### config.mk
export PLATFORM = sky130hd
export DESIGN_NAME = fifo_write_ctrl_param_flat
export DESIGN_NICKNAME = d
export VERILOG_FILES = /design/src/rtl/fifo_write_ctrl_param_if.sv /design/src/rtl/fifo_write_ctrl_param.sv /design/src/flat_wrapper.sv
export SDC_FILE = /design/constraint.sdc
export NUM_CORES = 1
export LEC_CHECK = 0
export ABC_AREA = 1
export ABC_CLOCK_PERIOD_IN_PS = 4100
export BUFFER_PORTS_ARGS = -buffer_cell sky130_fd_sc_hd__buf_2
export CORE_UTILIZATION = 57
export CTS_BUF_LIST = sky130_fd_sc_hd__clkbuf_2 sky130_fd_sc_hd__clkbuf_4 sky130_fd_sc_hd__clkbuf_8
export CTS_CLUSTER_SIZE = 24
export DETAILED_ROUTE_END_ITERATION = 8
export MAX_ROUTING_LAYER = met4
export PLACE_DENSITY = 0.83
export RECOVER_POWER = 100
export SLEW_MARGIN = 20
export SYNTH_ARGS = -nofsm -noshare
export SYNTH_HDL_FRONTEND = slang
export SYNTH_SLANG_ARGS = --single-unit
export TNS_END_PERCENT = 5
### constraint.sdc
create_clock -name i_clk -period 4.1 [get_ports i_clk]
set_input_delay 0.41 -clock i_clk [delete_from_list [all_inputs] [get_ports i_clk]]
set_output_delay 0.41 -clock i_clk [all_outputs]
set_load 0.03 [all_outputs]
### src/rtl/fifo_write_ctrl_param_if.sv
// ---------------------------------------------------------------------------
// fifo_write_ctrl_param_if
// Bundles the producer / read-side handshake of the FIFO write controller.
//   i_wen       producer write request
//   i_ren_done  read controller popped one entry this cycle
//   i_flush     synchronous clear of pointer and occupancy
//   i_err_clr   synchronous clear of sticky error flags
//   o_wen_ctrl  gated write enable to the FIFO RAM
//   o_waddr     RAM write address
//   o_wptr      write pointer including wrap bit
//   o_count     occupancy, 0..DEPTH
//   o_full      registered full flag
//   o_afull     registered almost-full flag
//   o_ovf       sticky overflow flag
//   o_udf       sticky underflow flag
// master: drives the requests (producer / environment side)
// slave : the write controller itself
// ---------------------------------------------------------------------------
interface fifo_write_ctrl_param_if #(
    parameter int ADDR_W = 4
);
    logic              i_wen;
    logic              i_ren_done;
    logic              i_flush;
    logic              i_err_clr;
    logic              o_wen_ctrl;
    logic [ADDR_W-1:0] o_waddr;
    logic [ADDR_W:0]   o_wptr;
    logic [ADDR_W:0]   o_count;
    logic              o_full;
    logic              o_afull;
    logic              o_ovf;
    logic              o_udf;

    modport master (
        output i_wen, i_ren_done, i_flush, i_err_clr,
        input  o_wen_ctrl, o_waddr, o_wptr, o_count,
               o_full, o_afull, o_ovf, o_udf
    );

    modport slave (
        input  i_wen, i_ren_done, i_flush, i_err_clr,
        output o_wen_ctrl, o_waddr, o_wptr, o_count,
               o_full, o_afull, o_ovf, o_udf
    );
endinterface

### src/rtl/fifo_write_ctrl_param.sv
// ---------------------------------------------------------------------------
// fifo_write_ctrl_param
// Write-side controller of a single-clock FIFO. Gates producer writes against
// the registered full flag, generates the RAM write address and the wrapped
// write pointer, tracks occupancy from accepted writes and read-side pops and
// raises almost-full plus sticky overflow / underflow flags.
// Ports:
//   i_clk   clock, all state updates on the rising edge
//   i_rest  asynchronous, active-low reset
//   bus     fifo_write_ctrl_param_if.slave (requests in, status out)
// Parameters:
//   ADDR_W    address width, DEPTH = 2**ADDR_W
//   AFULL_TH  occupancy at or above which o_afull asserts (1..DEPTH)
// ---------------------------------------------------------------------------
module fifo_write_ctrl_param #(
    parameter int ADDR_W   = 4,
    parameter int AFULL_TH = (1 << ADDR_W) - 2
) (
    input  logic                          i_clk,
    input  logic                          i_rest,
    fifo_write_ctrl_param_if.slave        bus
);

    localparam int              DEPTH   = 1 << ADDR_W;
    localparam logic [ADDR_W:0] DEPTH_C = DEPTH[ADDR_W:0];
    localparam logic [ADDR_W:0] AFULL_C = AFULL_TH[ADDR_W:0];
    localparam logic [ADDR_W:0] ONE_C   = {{ADDR_W{1'b0}}, 1'b1};

    logic [ADDR_W:0] wptr_q,  wptr_d;
    logic [ADDR_W:0] count_q, count_d;
    logic            full_q,  full_d;
    logic            afull_q, afull_d;
    logic            ovf_q,   ovf_d;
    logic            udf_q,   udf_d;
    logic            wenOk;
    logic            popOk;
    logic            ovfSet;
    logic            udfSet;

    // Write acceptance is combinational so the RAM writes on the same edge
    // that advances the pointer. Full is the registered flag, so a write in
    // the same cycle as a pop from a full FIFO is still refused. The reset
    // term keeps the RAM from being written while reset is held.
    assign wenOk = i_rest & bus.i_wen & ~full_q & ~bus.i_flush;

    // Next-state logic. Flush overrides writes and pops but leaves the sticky
    // error flags alone; an error set in the same cycle as a clear wins.
    always_comb begin
        popOk   = bus.i_ren_done & (count_q != '0);
        ovfSet  = bus.i_wen & full_q & ~bus.i_flush;
        udfSet  = bus.i_ren_done & (count_q == '0) & ~bus.i_flush;
        wptr_d  = wptr_q;
        count_d = count_q;

        if (bus.i_flush) begin
            wptr_d  = '0;
            count_d = '0;
        end else begin
            if (wenOk) begin
                wptr_d = wptr_q + ONE_C;
            end
            case ({wenOk, popOk})
                2'b10:   count_d = count_q + ONE_C;
                2'b01:   count_d = count_q - ONE_C;
                default: count_d = count_q;
            endcase
        end

        full_d  = (count_d == DEPTH_C);
        afull_d = (count_d >= AFULL_C);
        ovf_d   = (ovf_q & ~bus.i_err_clr) | ovfSet;
        udf_d   = (udf_q & ~bus.i_err_clr) | udfSet;
    end

    // State registers; everything clears asynchronously on reset.
    always_ff @(posedge i_clk or negedge i_rest) begin
        if (!i_rest) begin
            wptr_q  <= '0;
            count_q <= '0;
            full_q  <= 1'b0;
            afull_q <= 1'b0;
            ovf_q   <= 1'b0;
            udf_q   <= 1'b0;
        end else begin
            wptr_q  <= wptr_d;
            count_q <= count_d;
            full_q  <= full_d;
            afull_q <= afull_d;
            ovf_q   <= ovf_d;
            udf_q   <= udf_d;
        end
    end

    assign bus.o_wen_ctrl = wenOk;
    assign bus.o_waddr    = wptr_q[ADDR_W-1:0];
    assign bus.o_wptr     = wptr_q;
    assign bus.o_count    = count_q;
    assign bus.o_full     = full_q;
    assign bus.o_afull    = afull_q;
    assign bus.o_ovf      = ovf_q;
    assign bus.o_udf      = udf_q;

endmodule
### src/flat_wrapper.sv
// flat-port wrapper written by rule: the top's interface ports become plain ports
module fifo_write_ctrl_param_flat 
#(
    parameter int ADDR_W   = 4,
    parameter int AFULL_TH = (1 << ADDR_W) - 2
)
  (i_clk, i_rest, bus_i_wen, bus_i_ren_done, bus_i_flush, bus_i_err_clr, bus_o_wen_ctrl, bus_o_waddr, bus_o_wptr, bus_o_count, bus_o_full, bus_o_afull, bus_o_ovf, bus_o_udf);
  fifo_write_ctrl_param_if #(.ADDR_W(ADDR_W)) bus_i ();
  input  logic i_clk;
  input  logic i_rest;
  input wire logic [$bits(bus_i.i_wen)-1:0] bus_i_wen;
  input wire logic [$bits(bus_i.i_ren_done)-1:0] bus_i_ren_done;
  input wire logic [$bits(bus_i.i_flush)-1:0] bus_i_flush;
  input wire logic [$bits(bus_i.i_err_clr)-1:0] bus_i_err_clr;
  output wire logic [$bits(bus_i.o_wen_ctrl)-1:0] bus_o_wen_ctrl;
  output wire logic [$bits(bus_i.o_waddr)-1:0] bus_o_waddr;
  output wire logic [$bits(bus_i.o_wptr)-1:0] bus_o_wptr;
  output wire logic [$bits(bus_i.o_count)-1:0] bus_o_count;
  output wire logic [$bits(bus_i.o_full)-1:0] bus_o_full;
  output wire logic [$bits(bus_i.o_afull)-1:0] bus_o_afull;
  output wire logic [$bits(bus_i.o_ovf)-1:0] bus_o_ovf;
  output wire logic [$bits(bus_i.o_udf)-1:0] bus_o_udf;
  assign bus_i.i_wen = bus_i_wen;
  assign bus_i.i_ren_done = bus_i_ren_done;
  assign bus_i.i_flush = bus_i_flush;
  assign bus_i.i_err_clr = bus_i_err_clr;
  assign bus_o_wen_ctrl = bus_i.o_wen_ctrl;
  assign bus_o_waddr = bus_i.o_waddr;
  assign bus_o_wptr = bus_i.o_wptr;
  assign bus_o_count = bus_i.o_count;
  assign bus_o_full = bus_i.o_full;
  assign bus_o_afull = bus_i.o_afull;
  assign bus_o_ovf = bus_i.o_ovf;
  assign bus_o_udf = bus_i.o_udf;
  fifo_write_ctrl_param #(.ADDR_W(ADDR_W), .AFULL_TH(AFULL_TH)) u_core (.i_clk(i_clk), .i_rest(i_rest), .bus(bus_i));
endmodule
Word-level counts from Yosys, hierarchy flattened
Cells that the tools add are included.

$lt $le $gt $ge: 1. Reductions and logical operators: 3. Muxes and demuxes: 4. Bitwise logic cells: 15. Add/sub/neg operators: 3. Eq/ne operators: 3.

Operators with widths (number): $mux W5 (3); $add A5 B1 Y5 const B (2); $and A1 B1 Y1 (10); $pmux W5 S2 (1); $eq A5 B5 Y1 const B (1); $ge A5 B4 Y1 const B (1); $logic_not A5 Y1 (1); $reduce_bool A5 Y1 (1); $sub A5 B1 Y5 const B (1); $not A1 Y1 (3); $eq A2 B1 Y1 const B (1); $eq A2 B2 Y1 const B (1); $or A1 B1 Y1 (2); $reduce_bool A2 Y1 (1).

Bits in registers: 14. Input bits: 6. Word-level logic and storage cells: 35. Output and inout port bits: 19.

Depth between registers and ports, before layout
Depth in word-level cells: 7. Gate-level depth with buffers: 20. Depth with buffers taken out: 19.

Worst setup path before layout
No wires, ideal clock.

Kind: register to register. From: reg u_core.full_q, in the netlist u_core.bus.o_full. To: reg u_core.full_q, in the netlist u_core.bus.o_full. Library setup time: 0.069 ns. Buffers on the path: 1. Clock period less this slack: 3.004 ns. Cell stages (with the launch flop): 18. Arrival: 2.936 ns. Slack: 1.096 ns. Data required time: 4.031 ns. Cells stage by stage: dfrtp_1 inv_1 nand3_1 nor2_1 inv_1 ha_1 buf_6 nand2_1 inv_2 nor2_2 ha_1 or2_1 nand3_2 inv_1 or2_0 nor2_1 nand2_1 nor2_2.

Cells in the longest elaborated chain, start to end: 7. Elaborated cells on any way between the ends: 8. Those cells by class: eq/ne (3); mux (2); bitwise (3).

Ends and longest elaborated chain: from (decl) (line fifo_write_ctrl_param.sv:31) `logic full_q, full_d;`; from (signal assigned) (line fifo_write_ctrl_param.sv:87) `full_q <= full_d;`; $not A1 Y1 * (line fifo_write_ctrl_param.sv:44) `assign wenOk = i_rest & bus.i_wen & ~full_q & ~bus.i_flush;`; $and A1 B1 Y1 * (2 in series) (line fifo_write_ctrl_param.sv:44); via bus_o_wen_ctrl (line flat_wrapper.sv:15) `output wire logic [$bits(bus_i.o_wen_ctrl)-1:0] bus_o_wen_ctrl;`; $eq A2 B1 Y1 / $eq A2 B2 Y1 (equally long branches) (line fifo_write_ctrl_param.sv:62) `case ({wenOk, popOk})`; $pmux W5 S2 * (line fifo_write_ctrl_param.sv:62); $mux W5 * (line fifo_write_ctrl_param.sv:55) `if (bus.i_flush) begin`; via u_core.count_d[1] (line fifo_write_ctrl_param.sv:30) `logic [ADDR_W:0] count_q, count_d;`; $eq A5 B5 Y1 * (line fifo_write_ctrl_param.sv:69) `full_d = (count_d == DEPTH_C);`; via u_core.full_d (line fifo_write_ctrl_param.sv:31).

Mark *: on every way through the listed nets, which the timed path passes. The rest lies on a longest branch. A chain may end at the register's enable or synchronous reset.

Final worst setup path
From: in i_rest. To: reg u_core.full_q, in the netlist u_core.bus.o_full.

Cells in the longest elaborated chain, start to end: 7. Elaborated cells on any way between the ends: 8. Those cells by class: eq/ne (3); mux (2); bitwise (3).

Ends and longest elaborated chain: from (decl) (line flat_wrapper.sv:10) `input logic i_rest;`; $and A1 B1 Y1 * (3 in series) (line fifo_write_ctrl_param.sv:44); $eq A2 B1 Y1 / $eq A2 B2 Y1 (equally long branches) (line fifo_write_ctrl_param.sv:62); $pmux W5 S2 * (line fifo_write_ctrl_param.sv:62); $mux W5 * (line fifo_write_ctrl_param.sv:55); via u_core.count_d[1] (line fifo_write_ctrl_param.sv:30); $eq A5 B5 Y1 * (line fifo_write_ctrl_param.sv:69); via u_core.full_d (line fifo_write_ctrl_param.sv:31).

Marked as above.

==> results <==
- The run finished with clean final reports.
- The accumulated negative setup slack is 0 ps.
- The final antenna-violating net count is 0.
- The data required time of the critical path is 4310 ps.
- Fill cells in the final layout number 113.
- The number of antenna violations at the first check in global routing is 0.
- The number of distinct library cells after synthesis is 23.
- The cell leakage power is 0.537 nW.
- The ratio of total power to cell area is 725 nW/um^2.
- The library cells used most frequently in the layout, excluding fill and tap cells, are 21 x sky130_fd_sc_hd__nand2_1, 20 x sky130_fd_sc_hd__clkbuf_1, 18 x sky130_fd_sc_hd__inv_1.
- The total iterations of the first detailed-routing run is 4.
- Traced cell by cell, the critical path runs through clkbuf_1 -> nand3_1 -> nor2_1 -> inv_1 -> ha_1 -> nand2_1 -> inv_2 -> nor2_2 -> ha_1 -> or2_1 -> nand3_2 -> inv_1 -> or2_0 -> nor2_1 -> nand2_1 -> nor2_2.
- The finished cells cover 1000 um^2.
- For this run, the post-layout net count is 153.
- The clock-pin slew on the worst setup and hold paths is 80 ps.
- In this run, CTS created clock tree buffers numbering 3.
- For the worst-skew pair, the clock arrives at the later sink with an insertion delay of 280 ps.
- The slew of the pin with the lowest slew margin is 748 ps.
- The diode insertion count for antenna repair is 0.
- The number of sinks handled by clock tree synthesis is 14.
- The peak per-stage delay on the critical path is 550 ps.
- The number of buffers added to fix hold violations after cts is 0.
- The library cell used most frequently in the layout, excluding fill and tap cells, is sky130_fd_sc_hd__nand2_1.
- The flip-flop and latch count after synthesis is 14.
- Setup violations remaining at the end of the flow were counted as 0.
- The smallest clock period supported by the final layout is computed as 3230 ps.
- The pre-CTS setup slack is 978 ps.
- STA classifies the critical path endpoint as a flop.
- The startpoint type of the worst setup path is an input pin.
- In the final layout, the multi-input gates occupy 417 um^2.
- The clock passes through at most 2 buffers.
- The share of the clock period used by the worst path is 78.8%.
- The master cell of the clock root buffer is sky130_fd_sc_hd__clkbuf_4.
- The mean number of vias per cell is 5.22.
- In this run the tool buffered the top-level ports with 24 buffer cells.
- The overall die width is 41.6 um.
- The sequential fraction of the synthesis area is 39.2%.
- Among all stages on the critical path, the largest delay is contributed by sky130_fd_sc_hd__clkbuf_1.
- The core occupancy in the finished layout is 72.3%.
- The average routed wire per standard cell is 12.1 um.
- The number of flops mapped to enable cells by yosys is 0.
- The most used flip-flop cell after synthesis is sky130_fd_sc_hd__dfrtp_1.
- Across all setup checks in the final design, the least slack found is 869 ps.
- The first global-routing pass estimated 3.24 mm of wire.
- For this run, the top clock speed supported by timing is 0.309 GHz.
- The number of cells produced by synthesis is 119.
- The via count of the first global-routing pass came to 767.
- For this block, the routed nets add up to 1.90 mm of wire.
- Cells with a size suffix above 1 make up 13.4% of the layout.
- The layout overhead on the synthesized area is 11.9%.
- Routability-driven placement finished with a final weighted congestion of 0.833.
- The initialized floorplan defines 13 standard-cell rows.
- The max-capacitance violation count is 0.
- Once detailed placement completed, the half-perimeter wirelength came to 1.46 mm.
- In this run the vertical extent of the chip is 41.6 um.
- The maximum level of the CTS H-tree is 1.
- The synthesized area per cell is 7.51 um^2.
- The path class of the lowest-slack min-delay path is input pin to async pin.
- Headroom to the max-slew limit came out at 50.1%.
- The setup path with the least slack is of type input pin to flop.
- The total area inside the core boundary comes to 1380 um^2.
- The area taken by flip-flops and latches is 350 um^2.
- The routed layout has 820 vias.
- Of all nets on the critical path, the largest fanout is 15.
- The final-report hold violation count was 0.
- The total global routing overflow is 0.
- The data arrival time at the worst-slack endpoint is 3440 ps.
- Once the floorplan was initialized, standard cells occupied 64.6% of the core.
- The post-cts gate resize count is 0.
- The total I/O pin count is 25.
- The global-route usage over all layers is 25.0%.
- The post-synthesis cell area is 893 um^2.
- TritonCTS built the clock tree.
- The final count of pins violating max slew is 0.
- The post-placement cell area is 991 um^2.
- The peak ir drop on the vdd network is 511 uV.
- The count of yosys warnings during synthesis is 0.
- Setup repair after global routing left no endpoint under its margin.
- When the netlist entered floorplanning its net count stood at 129.
- The initial detailed-routing violation count is 16.
- The number of buffers added for setup after CTS is 0.
- The pin count of the biggest net entering global routing is 16.
- The die outline area is 1730 um^2.
- For this run, asynchronously set or reset flops after synthesis account for 100%.
- For this run, design rule violations remaining after detail routing come to 0.
- The worst clock skew is 6.24 ps.
logic make-up after synthesis:
family | Yosys count | synth area share, %
XOR/XNOR | 3 | 3.78
flip-flops | 14 | 39.2
AO/OA/AOI/OAI | 14 | 7.98
adder cells (fa/ha/maj) | 4 | 5.60
buffers and inverters | 27 | 13.9
AND/OR/NAND/NOR | 57 | 29.6
stage by stage:
step,instances,hold slack (ps),power (mW)
after floorplan,119,114,0.547
after global placement,153,314,0.624
after detailed placement,153,320,0.639
after CTS,157,7.09,0.741
after global routing,157,217,0.784
final,157,164,0.725
Yosys cell counts (2+ instances only):
| library cell | n | share of area [%] |
|---|---|---|
| sky130_fd_sc_hd__o21ai_0 | 5 | 2.8 |
| sky130_fd_sc_hd__ha_1 | 4 | 5.6 |
| sky130_fd_sc_hd__nor2_1 | 10 | 4.2 |
| sky130_fd_sc_hd__nand3_1 | 15 | 8.4 |
| sky130_fd_sc_hd__nand2_1 | 20 | 8.4 |
| sky130_fd_sc_hd__o21ai_1 | 3 | 1.7 |
| sky130_fd_sc_hd__nand2_2 | 2 | 1.4 |
| sky130_fd_sc_hd__inv_1 | 18 | 7.6 |
| sky130_fd_sc_hd__nor3_1 | 2 | 1.1 |
| sky130_fd_sc_hd__buf_4 | 4 | 3.4 |
| sky130_fd_sc_hd__a21oi_1 | 5 | 2.8 |
| sky130_fd_sc_hd__inv_2 | 4 | 1.7 |
| sky130_fd_sc_hd__dfrtp_1 | 14 | 39 |
| sky130_fd_sc_hd__nor2_2 | 4 | 2.8 |
report_power, final:
part | total [mW] | internal [mW] | switching [mW]
Combinational | 0.410 | 0.124 | 0.286
Clock | 0.0970 | 0.0540 | 0.0430
Sequential | 0.218 | 0.174 | 0.0435
Total | 0.725 | 0.353 | 0.372
per-layer routing:
metal	vias up	wire length (um)	GRT usage [%]
li1	416	-	-
met5	-	0	-
met2	26	921	40.3
met1	376	895	31.5
met3	2	72	3.91
met4	0	12	10.3
state kept, by name, indices dropped and copies added (netlist names):
name	cells
u_core.bus.o_afull	1
u_core.bus.o_count	5
u_core.bus.o_full	1
u_core.bus.o_ovf	1
u_core.bus.o_udf	1
u_core.bus.o_wptr	5
worst paths after layout:
check / cells past startpoint / start / endpoint / slack, ps
worst max-delay path: 16 / i_rest / u_core.bus.o_full / 870
worst min-delay path: 1 / i_rest / u_core.bus.o_count[0] / 160
worst max register to register: 16 / u_core.bus.o_full / u_core.bus.o_full / 1270
worst min register to register: 1 / u_core.bus.o_wptr[3] / u_core.bus.o_wptr[3] / 520
max in group asynchronous: 1 / i_rest / u_core.bus.o_afull / 3460
min in group i_clk: 2 / bus_i_err_clr / u_core.bus.o_ovf / 330
area by class of cell:
cell class                      count  area share (%)
Timing Repair Buffer               24            9.51
Sequential cell                    14            35.0
Multi-Input combinational cell     78            41.7
Tap cell                           15            1.88
Inverter                           22            8.26
Clock buffer                        4            3.63
worst max-delay path: cells and delay by family:
| family | cells | cell delay [ps] |
|---|---|---|
| buf+inv | 4 | 780 |
| fa+ha+maj | 2 | 570 |
| simple gates | 10 | 1680 |
No activity file was read; power rests on OpenSTA's default activity.
